## src/rtl/store_narrow_unit.sv

```systemverilog
// Narrows a 32-bit register value to byte/halfword/word and stores it into a word-wide memory.
// Sub-word stores read-modify-write; the trunc flag reports upper bits that were not a sign extension.
module store_narrow_unit #(
    parameter int ADDR_W      = 32,
    parameter int CHECK_TRUNC = 1
) (
    input  logic              clk,
    input  logic              rst_n,
    input  logic              req_valid,
    output logic              req_ready,
    input  logic [ADDR_W-1:0] req_addr,
    input  logic [31:0]       req_data,
    input  logic [1:0]        req_size,
    output logic [ADDR_W-3:0] mem_addr,
    output logic              mem_rd_en,
    input  logic [31:0]       mem_rdata,
    output logic              mem_wr_en,
    output logic [31:0]       mem_wdata,
    output logic              done,
    output logic              err,
    output logic              trunc
);

    typedef enum logic [2:0] {IDLE, RD, MERGE, WR, ERR} state_t;

    state_t      state;
    logic [1:0]  lane;
    logic [15:0] data_lo;
    logic        is_half;
    logic        trunc_q;

    logic        illegal;
    logic        misaligned;
    logic        trunc_calc;
    logic [31:0] merged;

    assign req_ready = (state == IDLE);

    always_comb begin
        illegal    = (req_size == 2'b11);
        misaligned = ((req_size == 2'b01) && req_addr[0]) ||
                     ((req_size == 2'b10) && (req_addr[1:0] != 2'b00));
        trunc_calc = 1'b0;
        if (CHECK_TRUNC != 0) begin
            if (req_size == 2'b00)
                trunc_calc = (req_data[31:8] != {24{req_data[7]}});
            else if (req_size == 2'b01)
                trunc_calc = (req_data[31:16] != {16{req_data[15]}});
        end
    end

    // Little-endian lane insert; bytes outside the lane keep the value just read.
    always_comb begin
        merged = mem_rdata;
        if (is_half) begin
            if (lane[1])
                merged[31:16] = data_lo;
            else
                merged[15:0] = data_lo;
        end else begin
            merged[8*lane +: 8] = data_lo[7:0];
        end
    end

    always_ff @(posedge clk or negedge rst_n) begin
        if (!rst_n) begin
            state     <= IDLE;
            mem_addr  <= '0;
            mem_rd_en <= 1'b0;
            mem_wr_en <= 1'b0;
            mem_wdata <= '0;
            done      <= 1'b0;
            err       <= 1'b0;
            trunc     <= 1'b0;
            lane      <= '0;
            data_lo   <= '0;
            is_half   <= 1'b0;
            trunc_q   <= 1'b0;
        end else begin
            // Strobes and status are single-cycle pulses unless a transition raises them.
            mem_rd_en <= 1'b0;
            mem_wr_en <= 1'b0;
            done      <= 1'b0;
            err       <= 1'b0;
            trunc     <= 1'b0;
            case (state)
                IDLE: begin
                    if (req_valid) begin
                        mem_addr <= req_addr[ADDR_W-1:2];
                        lane     <= req_addr[1:0];
                        data_lo  <= req_data[15:0];
                        is_half  <= (req_size == 2'b01);
                        trunc_q  <= trunc_calc;
                        if (illegal || misaligned) begin
                            state <= ERR;
                            done  <= 1'b1;
                            err   <= 1'b1;
                        end else if (req_size == 2'b10) begin
                            state     <= WR;
                            mem_wr_en <= 1'b1;
                            mem_wdata <= req_data;
                            done      <= 1'b1;
                        end else begin
                            state     <= RD;
                            mem_rd_en <= 1'b1;
                        end
                    end
                end
                RD: state <= MERGE;
                MERGE: begin
                    state     <= WR;
                    mem_wdata <= merged;
                    mem_wr_en <= 1'b1;
                    done      <= 1'b1;
                    trunc     <= trunc_q;
                end
                WR:      state <= IDLE;
                ERR:     state <= IDLE;
                default: state <= IDLE;
            endcase
        end
    end

endmodule

```

## config.mk

```make
export PLATFORM = sky130hd
export DESIGN_NAME = store_narrow_unit
export DESIGN_NICKNAME = d
export VERILOG_FILES = /design/src/rtl/store_narrow_unit.sv
export SDC_FILE = /design/constraint.sdc
export NUM_CORES = 1
export LEC_CHECK = 0
export BUFFER_PORTS_ARGS = -buffer_cell sky130_fd_sc_hd__buf_2
export CORE_AREA = 2 2 101 103
export DETAILED_ROUTE_END_ITERATION = 8
export DIE_AREA = 0 0 103 105
export HOLD_SLACK_MARGIN = 0.02
export PLACE_DENSITY = 0.79
export RECOVER_POWER = 50
export SLEW_MARGIN = 40
export SYNTH_ARGS = -nofsm -noshare
export SYNTH_HDL_FRONTEND = slang
export SYNTH_SLANG_ARGS = --single-unit
export TNS_END_PERCENT = 100
```

## constraint.sdc

```tcl
create_clock -name clk -period 3.23 [get_ports clk]
set_input_delay 0.323 -clock clk [delete_from_list [all_inputs] [get_ports clk]]
set_output_delay 0.323 -clock clk [all_outputs]
set_load 0.02 [all_outputs]
```

==> results.py <==
metrics = {
    "run_status": {
        "outcome": "finished with violations",
        "violations": "max-capacitance violations, max-slew violations",
    },
    "clock_tree": {
        "h-tree-depth": 3,
        "clk_latency_ns": 0.37,
        "cts_hold_buffers": 0,
        "cts_tree": "built",
        "clock-sinks": 90,
        "clk_path_buf_depth": 2,
        "ctsResizeCount": 0,
        "numCtsBuffers": 9,
        "path_clk_slew_ns": 0.09,
        "postCtsSetupBuffers": 0,
        "clockRootBuffer": "clkbuf_8",
    },
    "die": {
        "core_um2": 9640,
        "io_pins": 169,
        "die_w_um": 103,
        "die-area_um2": 10800,
        "dieHeight_um": 105,
        "start_util": 0.498,
        "num_rows": 36,
    },
    "worst_setup_path": {
        "arrival_ns": 2.72,
        "worst_setup_path_start_kind": "flip-flop",
        "cp.required_ns": 3.52,
        "end_kind": "flip-flop",
        "cp_max_fo": 10,
        "path_class": "flip-flop to flip-flop",
        "ff2ff_setup_slack_ns": 0.79,
    },
    "drt": {
        "routed_wl_um": 13900,
        "viasPerCell": 5.54,
        "drt_iter0_markers": 265,
        "vias": 4545,
        "dr.pass1.iters": 5,
        "ant_nets": 0,
        "wl_per_cell_um": 17.0,
        "drcViolationCount": 0,
    },
    "sta": {
        "hold_ws_ns": 0.140,
        "worst_slew_pin_slew_ns": 2.16,
        "tns_ns": 0,
        "final_max_slew_viol_count": 91,
        "worst_slack_ns": 0.791,
        "fin_crit_ns": 2.44,
        "rsz0062_at_grt": "false",
        "min_period_over_period": 0.755,
        "fmax_mhz": 410,
        "final-setup-viol-count": 0,
        "relSlewSlack": -0.442,
        "hold_viol_final": 0,
        "fin_worst_skew_ns": 0.00994,
    },
    "yosys": {
        "synth_seq_cells": 90,
        "syn_area_per_cell_um2": 9.07,
        "synth_edf_count": 0,
        "netlist_area_um2": 4800,
        "synthFlopType": "dfrtp_1",
        "synth_cells": 529,
        "synthArstFlopShare": 1.00,
        "synth_cell_types": 44,
        "yosysWarnings": 0,
        "ys_seq_area_frac": 0.469,
        "synth.net_count": 635,
    },
    "global_route": {
        "gr-total-overflow": 0,
        "grt_use_total": 0.263,
        "grt_pass1_vias": 4461,
        "grt_max_degree": 91,
        "grt_first_pass_wirelength_um": 22000,
        "antenna_found_initial": 1,
    },
    "placed_design": {
        "dp_hpwl_um": 9860,
        "place_congestion": 0.949,
        "place_ws_ns": 0.844,
        "placedCellCount": 803,
        "port_buffers": 168,
    },
    "pwr": {
        "p_per_area_nw_per_um2": 1000,
        "p_leak_uw": 0.00307,
        "vdd_ir_drop_max_uv": 493,
    },
    "final_layout": {
        "seqCellArea_um2": 2260,
        "nFillCells": 873,
        "synthToLayoutAreaGrowth_pct": 23.1,
        "finalNonFillerCells": 820,
        "nets": 787,
        "final_layout_size_suffix_gt1_frac": 0.254,
        "multi_input_area_um2": 2380,
    },
    "worst_hold_path": {
        "hold_path.class": "input port to flip-flop",
    },
    "run": {
        "cap_violations": 1,
    },
}
## state kept, by name, indices dropped and copies added (netlist names)
register	flops
mem_rd_en	1
is_half	1
trunc_q	1
mem_addr	30
lane	2
err	1
done	1
mem_wr_en	1
data_lo	16
mem_wdata	32
state	3
trunc	1
## cells in the mapped netlist, drive strengths merged, types with 2 or more instances
| library cell | instances | area share |
|---|---|---|
| nor2 | 13 | 0.011 |
| a211o | 2 | 0.0037 |
| ha | 5 | 0.013 |
| nor2b | 3 | 0.0039 |
| a311oi | 2 | 0.0037 |
| and2 | 2 | 0.0026 |
| nand4 | 7 | 0.010 |
| dfrtp | 90 | 0.47 |
| clkbuf | 16 | 0.013 |
| nor4 | 7 | 0.014 |
| a221o | 20 | 0.042 |
| or2 | 2 | 0.0026 |
| buf | 18 | 0.019 |
| inv | 7 | 0.0055 |
| a32o | 2 | 0.0042 |
| o21ai | 11 | 0.011 |
| nor3 | 6 | 0.0073 |
| nand2 | 173 | 0.14 |
| a21oi | 60 | 0.063 |
| a221oi | 9 | 0.016 |
| mux2i | 59 | 0.12 |
| nand2b | 2 | 0.0026 |
## where the power goes
| part | internal, uW | total (uW) | switching, uW |
|---|---|---|---|
| combinational | 1060 | 2860 | 1800 |
| clock | 420 | 830 | 409 |
| sequential | 1670 | 2220 | 545 |
| total | 3150 | 5900 | 2760 |
## metal layers
layer	track usage	share of wire	up-vias
li1	-	-	2157
met1	0.330	0.42	2152
met2	0.428	0.47	204
met3	0.0669	0.081	32
met4	0.110	0.029	0
met5	0	0	-
## cells in the final DEF (no fill, tap or decap), drive strengths merged, types with 2 or more instances in the layout
cell and instances:
or2 2, nor2b 3, nand2 173, and2 2, buf 145, a221oi 9
nand4 7, a21oi 60, clkinv 4, mux2i 59, clkbuf 42, a211o 2
a311oi 2, nor4 7, nor3 6, dfrtp 90, nand2b 2, inv 7
a221o 20, a32o 2, o21ai 11, nor2 13, ha 5
## cells by family (layout without fill, tap and decap cells)
group / count (synthesis) / in the layout / synth area share
other: 0 / 1 / 0
DFF: 90 / 90 / 0.469
AOI/OAI and AO/OA: 111 / 111 / 0.155
adders and majority gates: 5 / 5 / 0.0130
and+or+nand+nor: 221 / 221 / 0.200
muxes: 60 / 60 / 0.125
buffers and inverters: 42 / 199 / 0.0373
## worst max-delay path, stage by stage (launching register included)
cell and delay (ns):
dfrtp_1 0.63, inv_1 0.16, ha_1 0.42, nor2b_1 0.17, nor3b_2 0.50, a221o_1 0.24
a21oi_1 0.06, a21oi_1 0.18
## worst paths after layout
path	startpoint	endpoint	cells after the start
max	lane[1]$_DFFE_PN0P_	mem_wdata[12]$_DFFE_PN0P_	7
min reg2reg	state[2]$_DFFE_PN0P_	state[1]$_DFFE_PN0P_	1
max reg2reg	lane[1]$_DFFE_PN0P_	mem_wdata[12]$_DFFE_PN0P_	7
max in group asynchronous	rst_n	is_half$_DFFE_PN0P_	1
min	req_addr[17]	mem_addr[15]$_DFFE_PN0P_	3
min in group asynchronous	rst_n	mem_wdata[28]$_DFFE_PN0P_	1
## metrics by stage
step	cell area [um^2]	total power (uW)	utilization
floorplan	4800	4140	-
global placement	5720	5020	0.594
detailed placement	5730	5110	0.594
CTS	5940	5950	0.616
global route	5900	6350	0.612
finish	5900	5900	0.613
## area by class of cell
| class | instances | share of cell area |
|---|---|---|
| clock buffers | 12 | 0.0280 |
| inverters | 8 | 0.00509 |
| well taps | 133 | 0.0282 |
| multi-input cells | 397 | 0.403 |
| flip-flops and latches | 90 | 0.382 |
| diodes | 1 | 0.000424 |
| repair buffers | 175 | 0.145 |
| clock inverters | 4 | 0.00826 |
Note: power is estimated with default switching activity, not from simulation.
